[src/rtl/float_to_int_double.sv]
// IEEE-754 double to signed 64-bit integer, truncating toward zero.
// The significand is aligned by an iterative shifter moving SHIFT_STEP bits per cycle.
module float_to_int_double #(
    parameter int SHIFT_STEP = 4
) (
    input  logic        clk,
    input  logic        rst_n,
    input  logic        in_valid,
    output logic        in_ready,
    input  logic [63:0] a,
    output logic        out_valid,
    input  logic        out_ready,
    output logic [63:0] result,
    output logic        invalid,
    output logic        inexact
);

    typedef enum logic [1:0] {IDLE, SHIFT, FINISH, DONE} state_t;

    localparam logic [6:0]  STEP    = 7'(SHIFT_STEP);
    localparam logic [63:0] INT_MAX = 64'h7FFF_FFFF_FFFF_FFFF;
    localparam logic [63:0] INT_MIN = 64'h8000_0000_0000_0000;

    state_t      state;
    logic        sign_q, special_q, left_q, invalid_q, sticky_q;
    logic [63:0] sig_q, preset_q;
    logic [6:0]  d_rem;

    logic [10:0]        exp_f;
    logic [51:0]        man_f;
    logic signed [12:0] e_f;
    logic               cls_special, cls_invalid, cls_inexact, cls_left;
    logic [63:0]        cls_preset;
    logic [6:0]         cls_d;
    logic [6:0]         step;
    logic [63:0]        out_mask;

    assign exp_f    = a[62:52];
    assign man_f    = a[51:0];
    assign e_f      = $signed({2'b00, exp_f}) - 13'sd1023;
    assign in_ready = (state == IDLE);
    assign step     = (d_rem > STEP) ? STEP : d_rem;
    assign out_mask = (64'd1 << step) - 64'd1;

    // Classify the incoming operand so the accept edge can load everything at once.
    always_comb begin
        // NOTE: every output gets a default first so no path leaves it unassigned (no latch).
        cls_special = 1'b0;
        cls_invalid = 1'b0;
        cls_inexact = 1'b0;
        cls_left    = 1'b0;
        cls_preset  = 64'd0;
        cls_d       = 7'd0;
        if (exp_f == 11'h7FF) begin
            cls_special = 1'b1;
            cls_invalid = 1'b1;
            cls_preset  = (man_f != 52'd0 || !a[63]) ? INT_MAX : INT_MIN;
        end else if (e_f >= 13'sd63) begin
            cls_special = 1'b1;
            if (a[63] && e_f == 13'sd63 && man_f == 52'd0) begin
                cls_preset = INT_MIN;
            end else begin
                cls_invalid = 1'b1;
                cls_preset  = a[63] ? INT_MIN : INT_MAX;
            end
        end else if (e_f < 13'sd0) begin
            cls_special = 1'b1;
            cls_inexact = (exp_f != 11'd0) || (man_f != 52'd0);
        end else if (e_f >= 13'sd52) begin
            cls_left = 1'b1;
            cls_d    = 7'(e_f - 13'sd52);
        end else begin
            cls_d    = 7'(13'sd52 - e_f);
        end
    end

    // NOTE: sequential state uses non-blocking assignments so all registers update together.
    always_ff @(posedge clk or negedge rst_n) begin
        if (!rst_n) begin
            state     <= IDLE;
            sign_q    <= 1'b0;
            special_q <= 1'b0;
            left_q    <= 1'b0;
            invalid_q <= 1'b0;
            sticky_q  <= 1'b0;
            sig_q     <= 64'd0;
            preset_q  <= 64'd0;
            d_rem     <= 7'd0;
            out_valid <= 1'b0;
            result    <= 64'd0;
            invalid   <= 1'b0;
            inexact   <= 1'b0;
        end else begin
            case (state)
                IDLE: begin
                    if (in_valid) begin
                        sign_q    <= a[63];
                        sig_q     <= {11'b0, 1'b1, man_f};
                        special_q <= cls_special;
                        preset_q  <= cls_preset;
                        invalid_q <= cls_invalid;
                        sticky_q  <= cls_inexact;
                        left_q    <= cls_left;
                        d_rem     <= cls_d;
                        state     <= (cls_d != 7'd0) ? SHIFT : FINISH;
                    end
                end
                SHIFT: begin
                    if (left_q) begin
                        sig_q <= sig_q << step;
                    end else begin
                        sig_q <= sig_q >> step;
                        if ((sig_q & out_mask) != 64'd0) sticky_q <= 1'b1;
                    end
                    d_rem <= d_rem - step;
                    if (d_rem == step) state <= FINISH;
                end
                FINISH: begin
                    // Magnitude is below 2^63 here, so negation cannot overflow.
                    if (special_q)   result <= preset_q;
                    else if (sign_q) result <= 64'd0 - sig_q;
                    else             result <= sig_q;
                    invalid   <= invalid_q;
                    inexact   <= sticky_q;
                    out_valid <= 1'b1;
                    state     <= DONE;
                end
                DONE: begin
                    if (out_ready) begin
                        out_valid <= 1'b0;
                        state     <= IDLE;
                    end
                end
                default: state <= IDLE;
            endcase
        end
    end

endmodule

[config.mk]
export PLATFORM = sky130hd
export DESIGN_NAME = float_to_int_double
export DESIGN_NICKNAME = d
export VERILOG_FILES = /design/src/rtl/float_to_int_double.sv
export SDC_FILE = /design/constraint.sdc
export NUM_CORES = 1
export LEC_CHECK = 0
export ABC_AREA = 1
export BUFFER_PORTS_ARGS = -buffer_cell sky130_fd_sc_hd__buf_2
export CORE_MARGIN = 10
export CORE_UTILIZATION = 50
export CTS_CLUSTER_DIAMETER = 150
export DETAILED_ROUTE_END_ITERATION = 6
export PLACE_DENSITY = 0.7
export SETUP_SLACK_MARGIN = 0.05
export SYNTH_ARGS = -nofsm -noshare
export SYNTH_HDL_FRONTEND = slang
export SYNTH_SLANG_ARGS = --single-unit
[constraint.sdc]
create_clock -name clk -period 3.4 [get_ports clk]
set_clock_uncertainty 0.15 [all_clocks]
set_input_delay 0.17 -clock clk [delete_from_list [all_inputs] [get_ports clk]]
set_output_delay 0.17 -clock clk [all_outputs]
set_load 0.1 [all_outputs]
---- Word level (Yosys, flattened, before mapping) ----
Index checks and enable logic that the tools add are counted.
W data, S select, Z words.
storage, ports and cells
  output and inout bits ................... 68
  word-level logic and storage cells ...... 97
  bits of input ports ..................... 68
  flip-flop bits (word level) ............. 209
cells by class
  magnitude comparators ................... 4
  bitwise gates (word level) .............. 1
  add/subtract/negate cells ............... 6
  reductions and logical operators ........ 18
  muxes and demuxes ....................... 41
  eq/ne operators ......................... 11
  shift-type cells ........................ 3
operators with widths
  kind                      count
  $mux W64                  9
  $pmux W64 S2              1
  $and A64 B64 Y64          1
  $reduce_bool A64 Y1       1
  $shl A1 B7 Y64 const A    1
  $shl A64 B7 Y64           1
  $shr A64 B7 Y64           1
  $sub A1 B64 Y64 const A   1
  $sub A64 B1 Y64 const B   1
  $logic_not A52 Y1         1
  $reduce_bool A52 Y1       1
  $mux W7                   6
  $ge A12 B7 Y1 const B     2
  $mux W1                   17
  $pmux W7 S2               1
  $eq A12 B7 Y1 const B     1
  $lt A12 B1 Y1 const B     1
  $sub A11 B10 Y12 const B  1
  $eq A11 B11 Y1 const B    1
  $reduce_bool A11 Y1       1
  $ne A2 B2 Y1 const B      5
  $mux W2                   4
  $pmux W2 S4               1
  $eq A7 B7 Y1              1
  16 further kinds          23

---- Depth between registers and ports, before layout ----
Gate-level depths: netlist (run 1).
  depth after elaboration ................. 10
  mapped depth ............................ 17

---- Worst setup path after synthesis (run 1) ----
No wires, ideal clock.
  kind .................................... reg2reg
  start point ............................. reg state[0]
  end point ............................... reg sig_q[12]
  period minus slack after synthesis ...... 3044 ps
  cell stages (with the launch flop) ...... 10
  buffers on the path ..................... 2
  setup time .............................. 119 ps
  required time ........................... 3131 ps
  arrival time ............................ 2775 ps
  slack ................................... 356 ps
  cell sequence ........................... dfrtp_1 -> inv_1 -> ha_1 -> nand2_1 -> o21ai_1 -> clkbuf_1 -> clkbuf_1 -> o21ai_0 -> o22ai_1 -> inv_1
between the ends
  longest elaborated chain between the ends .. 3
RTL lines
  element                                                       RTL line  RTL
  start, declared                                               24        state_t state;
  start signal, assigned                                        105       state <= (cls_d != 7'd0) ? SHIFT : FINISH;
  $logic_not A2 Y1 *                                            -
  named net in_ready                                            9         output logic in_ready,
  $ne A2 B2 Y1 (no line) or $reduce_bool A2 Y1 (tied branches)  -
  $reduce_and A2 Y1 (no line)                                   -
  end signal, assigned                                          98        sig_q <= {11'b0, 1'b1, man_f};
  end signal, assigned                                          110       sig_q <= sig_q << step;
  end signal, assigned                                          112       sig_q <= sig_q >> step;
  end, declared                                                 26        logic [63:0] sig_q, preset_q;
The timed path passes the listed nets; every way through them passes the cells marked *.
A chain may end at the register's enable or synchronous reset.

---- Worst setup path in the final report (run 1) ----
  start point ............................. reg sig_q[1]
  end point ............................... reg result[62]
between the ends
  longest elaborated chain between the ends .. 3
RTL lines
  element               RTL line  RTL
  $sub A1 B64 Y64       121       else if (sign_q) result <= 64'd0 - sig_q;
  $mux W64              121
  $mux W64              120       if (special_q) result <= preset_q;
  end signal, assigned  120
  end signal, assigned  121
  end signal, assigned  122       else result <= sig_q;
  end, declared         13        output logic [63:0] result,
Every way passes these cells.

==> results.json, run 1 <==
{
  "status": "completed",
  "clk_latency_ns": 0.45,
  "cts_buffers": 17,
  "worstPathMaxFanout": 6,
  "die-height_um": 179,
  "core_mm2": 0.0250,
  "period_share_pct": 85.1,
  "synth_top_family_by_area": "simple AND/OR/NAND/NOR gates",
  "via_per_inst": 6.23,
  "cts_tree": "done",
  "ant_nets": 0,
  "dp_hpwl_mm": 39.3,
  "placedCellCount": 2408,
  "grt_pass1_wl_mm": 82.7,
  "grt_max_degree": 126,
  "drcViolationCount": 0,
  "syn_avg_cell_area_um2": 6.31,
  "start_util_pct": 50.7,
  "endpoint_kind": "flip-flop",
  "ir_drop_mv": 0.806,
  "io_buffers": 135,
  "yosysSeqAreaShare_pct": 29.0,
  "yosys.area.top_type": "dfrtp_1",
  "final_cells": 2480,
  "critPathRequiredTime_ns": 3.61,
  "rsz0062_at_grt": "false",
  "muxShareOfSynthArea_pct": 0.0789,
  "tightest_slew_ns": 1.10,
  "fmax_mhz": 346,
  "fillers": 2453,
  "synth_cell_type_count": 52,
  "cts_buffer_depth": 2,
  "yosysTopAreaCellShare_pct": 29.0,
  "rr_worst_depth": 16,
  "synthTopCellsByCount": "nand2_1 (521), inv_1 (197), o21ai_0 (185)",
  "yosys.area_share.simple_pct": 34.4,
  "cts_sinks": 147,
  "dr.pass1.iters": 6,
  "rows": 58,
  "gp_congestion": 1.02,
  "relSlewSlack_pct": 26.6,
  "boundaryPins": 136,
  "finalSetupViolations": 0,
  "routed_wirelength_mm": 53.8,
  "clockRootBuffer": "clkbuf_16",
  "cts_setup_buffers": 0,
  "p_per_area_mw_per_mm2": 1190,
  "maxCapViolations": 0,
  "leakage_nw": 6.38,
  "synth_edf_count": 0,
  "die_w_um": 179,
  "hold_viol": 0,
  "holdBufCountCts": 40,
  "async_reset_ff_share_pct": 100,
  "ys_seq_elements": 147,
  "yosysMostFrequentCell": "nand2_1",
  "drtIter0Drc": 2043,
  "r2r_slack_ns": 0.51,
  "finalInstanceArea_mm2": 0.0148,
  "arrival_ns": 3.10,
  "min-delay-start": "a[37]",
  "path_clk_slew_ns": 0.08,
  "num_vias": 15454,
  "fin_crit_ns": 2.89,
  "worstHoldPathType": "in -> reg",
  "synth_fa_ha_area_share_pct": 1.28,
  "overflow": 0,
  "yosysWarnings": 0,
  "synth_area_mm2": 0.0127,
  "worst_setup_path_start_kind": "flip-flop",
  "nets": 2218,
  "whs_ns": 0.00710,
  "final.setup.tns_ns": 0,
  "syn_to_final_growth_pct": 16.9,
  "drive_gt1_share_pct": 13.6,
  "antenna_found_initial": 0,
  "htreeDepth": 4,
  "rr_startpoint": "sig_q[1]$_DFFE_PN0P_",
  "crit_type": "reg -> reg",
  "dpl_worst_slack_ns": 0.557,
  "min_delay_worst_endpoint": "sig_q[37]$_DFFE_PN0P_",
  "synth_area_leaders": "dfrtp_1 (29%), nand2_1 (15%), o21ai_0 (7.3%)",
  "wl_per_cell_um": 21.7,
  "total_power_mw": 17.6,
  "utilization_pct": 59.2,
  "place_area_mm2": 0.0138,
  "antenna_cells": 0,
  "slew_violations": 0,
  "synth_compound_area_share_pct": 23.7,
  "rr_endpoint": "result[62]$_DFFE_PN0P_",
  "grt_pass1_vias": 14468,
  "yosys.area_share.xor_xnor_pct": 1.38,
  "setup_ws_ns": 0.507,
  "ys.flop_type": "dfrtp_1",
  "worstHoldPathCells": 5,
  "ctsResizeCount": 0,
  "dieArea_mm2": 0.0321,
  "syn_nets": 2090,
  "synth_cells": 2009,
  "grt.total_usage_pct": 32.8
}
[routing by layer]
metal,share of wire (%),track usage (%)
met4,2.4,9.09
met1,43,47.8
met2,41,46.9
met5,0,0
met3,13,8.17
[report_power, final]
group / total, mW / leakage, nW / internal, mW / switching (mW)
combinational: 12.0 / 4.45 / 2.76 / 9.21
sequential: 3.64 / 1.66 / 2.61 / 1.03
clock: 1.99 / 0.280 / 1.06 / 0.937
total: 17.6 / 6.38 / 6.42 / 11.2
[worst max-delay path, stage by stage (launching register included)]
cell and delay, ns:
dfrtp_1 0.42, inv_2 0.13, ha_1 0.17, inv_1 0.08, nor3_2 0.22, inv_2 0.09, nor2_4 0.17, inv_2 0.09
nor2_4 0.14, nand2_2 0.10, o21ai_4 0.24, nand3_2 0.14, a21oi_2 0.25, nand2_1 0.08, nand2_1 0.07, nand3_1 0.10
a21oi_1 0.15
[area by class of cell]
class                      instances  area, µm²  share of cell area, %
clock inverter                    14        144                  0.970
inverter                         220        826                   5.57
tap                              330        413                   2.78
timing repair buffer             230       1570                   10.6
multi-input combinational       1521       7760                   52.3
sequential                       147       3680                   24.8
clock buffer                      18        439                   2.96
[state kept, by name, summed over array words and instances, names as in the netlist]
name	count
result	64
sig_q	64
d_rem	7
preset_q	2
state	2
inexact	1
invalid	1
invalid_q	1
left_q	1
out_valid	1
sign_q	1
special_q	1
sticky_q	1
[worst max path at each step]
| stage | slack (ns) | end | start |
|---|---|---|---|
| 2_1_floorplan | 0.36 | sig_q[12]$_DFFE_PN0P_ | state[0]$_DFFE_PN0P_ |
| 3_3_place_gp | 0.50 | result[32]$_DFFE_PN0P_ | sig_q[1]$_DFFE_PN0P_ |
| 3_5_place_dp | 0.56 | result[32]$_DFFE_PN0P_ | sig_q[1]$_DFFE_PN0P_ |
| 4_1_cts | 0.53 | result[32]$_DFFE_PN0P_ | sig_q[1]$_DFFE_PN0P_ |
| 5_1_grt | 0.26 | result[32]$_DFFE_PN0P_ | sig_q[1]$_DFFE_PN0P_ |
| 6_report | 0.51 | result[62]$_DFFE_PN0P_ | sig_q[1]$_DFFE_PN0P_ |
[layout by cell type (no fill, tap or decap), drive strengths merged, types with 2 or more instances in the layout]
cell type    synthesis  layout
nand2              534     534
inv                214     222
o21ai              220     220
buf                 24     190
nor2               185     185
dfrtp              147     147
nand3              137     137
a21oi              133     133
nand4               74      74
o2111ai             43      43
dlygate4sd3          0      40
o22ai               34      34
nor3                23      23
nor4                22      22
a221oi              20      20
xor2                18      18
o211ai              18      18
clkbuf              97      18
ha                  13      13
a32oi               12      12
clkinv               6       8
o221ai               7       7
a31oi                5       5
or2                  4       4
nand3b               3       3
o32ai                3       3
clkinvlp             0       3
xnor2                2       2
o41ai                2       2
[kinds of logic after synthesis]
| kind of cell | after synthesis |
|---|---|
| mux | 1 |
| simple gates | 982 |
| other cells | 1 |
| buf+inv | 341 |
| xor+xnor | 20 |
| compound gates | 504 |
| flops | 147 |
| fa+ha+maj | 13 |
Power figures use the tool's default switching activity.
==> run 2, diff against run 1 <==
--- a/config.mk
+++ b/config.mk
@@ -9,6 +9,7 @@
 export BUFFER_PORTS_ARGS = -buffer_cell sky130_fd_sc_hd__buf_2
 export CORE_MARGIN = 10
 export CORE_UTILIZATION = 50
+export CTS_BUF_LIST = sky130_fd_sc_hd__clkbuf_16
 export CTS_CLUSTER_DIAMETER = 150
 export DETAILED_ROUTE_END_ITERATION = 6
 export PLACE_DENSITY = 0.7
==> run 2 against run 1 <==
- core utilization decreased by 0.12 points
- largest power group unchanged
- highest routed layer unchanged
- clock-buffer cell count down 1
- sequential share of layout area is 0.050 points higher
==> results.json, run 2 (synthesis results as in run 1) <==
{
  "cts_buffer_depth": 2,
  "rr_endpoint": "result[62]$_DFFE_PN0P_",
  "grt.total_usage_pct": 32.8,
  "crit_top_cell": "inv_2",
  "start_util_pct": 50.7,
  "drcViolationCount": 0,
  "drtIter0Drc": 2132,
  "antenna_found_initial": 0,
  "grt_max_degree": 126,
  "min_delay_worst_endpoint": "sig_q[26]$_DFFE_PN0P_",
  "wl_per_cell_um": 21.7,
  "worstPathMaxFanout": 6,
  "boundaryPins": 136,
  "final_common_cell": "nand2_1",
  "num_vias": 15505,
  "slew_violations": 0,
  "worstHoldPathCells": 3,
  "rsz0062_at_grt": "false",
  "endpoint_kind": "flip-flop",
  "finalSetupViolations": 0,
  "hold_viol": 0,
  "dieArea_mm2": 0.0321,
  "grt_pass1_vias": 14429,
  "antenna_cells": 0,
  "r2r_slack_ns": 0.49,
  "period_share_pct": 85.7,
  "total_power_mw": 17.6,
  "grt_pass1_wl_mm": 82.6,
  "fillers": 2458,
  "cts_tree": "done",
  "die_w_um": 179,
  "final.setup.tns_ns": 0,
  "fmax_mhz": 343,
  "dr.pass1.iters": 6,
  "leakage_nw": 6.37,
  "cp_slowest_cell": "dfrtp_1",
  "rows": 58,
  "htreeDepth": 4,
  "most-common-layout-cells": "nand2_1 (521), inv_1 (197), o21ai_0 (185)",
  "nets": 2216,
  "rr_worst_depth": 16,
  "tightest_slew_ns": 1.10,
  "overflow": 0,
  "rr_startpoint": "sig_q[1]$_DFFE_PN0P_",
  "arrival_ns": 3.12,
  "p_per_area_mw_per_mm2": 1190,
  "min-delay-start": "a[26]",
  "crit_type": "reg -> reg",
  "relSlewSlack_pct": 26.5,
  "clockRootBuffer": "clkbuf_16",
  "die-height_um": 179,
  "reg_top3": "result x64, sig_q x64, d_rem x7",
  "dp_hpwl_mm": 39.3,
  "utilization_pct": 59.1,
  "path_clk_slew_ns": 0.08,
  "critPathRequiredTime_ns": 3.61,
  "routed_wirelength_mm": 53.7,
  "ant_nets": 0,
  "status": "completed",
  "critPathMaxStageDelay_ns": 0.42,
  "worstHoldPathType": "in -> reg",
  "gp_congestion": 1.02,
  "crit_path_cell_trace": "inv_2 -> ha_1 -> inv_1 -> nor3_2 -> inv_2 -> nor2_4 -> inv_2 -> nor2_4 -> nand2_2 -> o21ai_4 -> nand3_2 -> a21oi_2 -> nand2_1 -> nand2_1 -> nand3_1 -> a21oi_1",
  "clk_latency_ns": 0.44,
  "syn_to_final_growth_pct": 16.7,
  "core_mm2": 0.0250,
  "io_buffers": 135,
  "cts_sinks": 147,
  "cts_buffers": 17,
  "worst_setup_path_start_kind": "flip-flop",
  "drive_gt1_share_pct": 13.6,
  "ir_drop_mv": 0.806,
  "via_per_inst": 6.26,
  "maxCapViolations": 0,
  "fin_crit_ns": 2.91
}
[run 2: what timing repair did]
action                    4_1_cts  5_1_grt
resized for setup               0        0
hold endpoints to repair       86        0
buffers inserted                0        0
hold buffers                   38        0
[run 2: power breakdown]
part,switching (mW),total (mW),leakage (nW),internal [mW]
Clock,0.922,1.96,0.274,1.03
Sequential,1.03,3.64,1.66,2.61
Combinational,9.21,12.0,4.44,2.75
[run 2: critical path, delay by kind of cell (launching register included)]
kind                       cells  cell delay, ns
buffers and inverters          4            0.39
DFF                            1            0.42
AOI/OAI and AO/OA              3            0.64
and+or+nand+nor                8            1.04
adders and majority gates      1            0.17
[run 2: metal layers]
metal  wire [µm]  global-route usage, %  vias to the layer above  part of all wire, %
li1            -                      -                     7163                    -
met5           0                      0                        -                    0
met4        1360                   8.99                        0                  2.5
met3        7490                   7.96                      118                   14
met1       22700                   47.9                     7181                   42
met2       22100                   46.8                     1043                   41
[run 2: layout make-up]
type / count / area, µm² / area share, %
well taps: 330 / 413 / 2.79
clock inverters: 15 / 148 / 0.997
inverters: 220 / 826 / 5.58
flip-flops and latches: 147 / 3680 / 24.9
repair buffers: 228 / 1550 / 10.5
multi-input cells: 1521 / 7760 / 52.4
clock buffers: 17 / 425 / 2.87
[run 2: worst max-delay path by stage]
| stage | start | slack (ns) | to |
|---|---|---|---|
| 5_1_grt | sig_q[1]$_DFFE_PN0P_ | 0.26 | result[32]$_DFFE_PN0P_ |
| 3_5_place_dp | sig_q[1]$_DFFE_PN0P_ | 0.56 | result[32]$_DFFE_PN0P_ |
| 6_report | sig_q[1]$_DFFE_PN0P_ | 0.49 | result[62]$_DFFE_PN0P_ |
| 2_1_floorplan | state[0]$_DFFE_PN0P_ | 0.36 | sig_q[12]$_DFFE_PN0P_ |
| 4_1_cts | sig_q[1]$_DFFE_PN0P_ | 0.53 | result[32]$_DFFE_PN0P_ |
| 3_3_place_gp | sig_q[1]$_DFFE_PN0P_ | 0.50 | result[32]$_DFFE_PN0P_ |
[run 2: metrics by stage]
stage                     setup slack, ns  hold WS (ns)  std cells  cell area [µm²]
final                               0.488        0.0104       2478            14800
after global routing                0.256        0.0427       2478            14800
after CTS                           0.530       0.00205       2478            14800
after detailed placement            0.557        0.0204       2408            13800
after global placement              0.495        0.0185       2408            13800
after floorplan                     0.356        -0.276       2009            12700
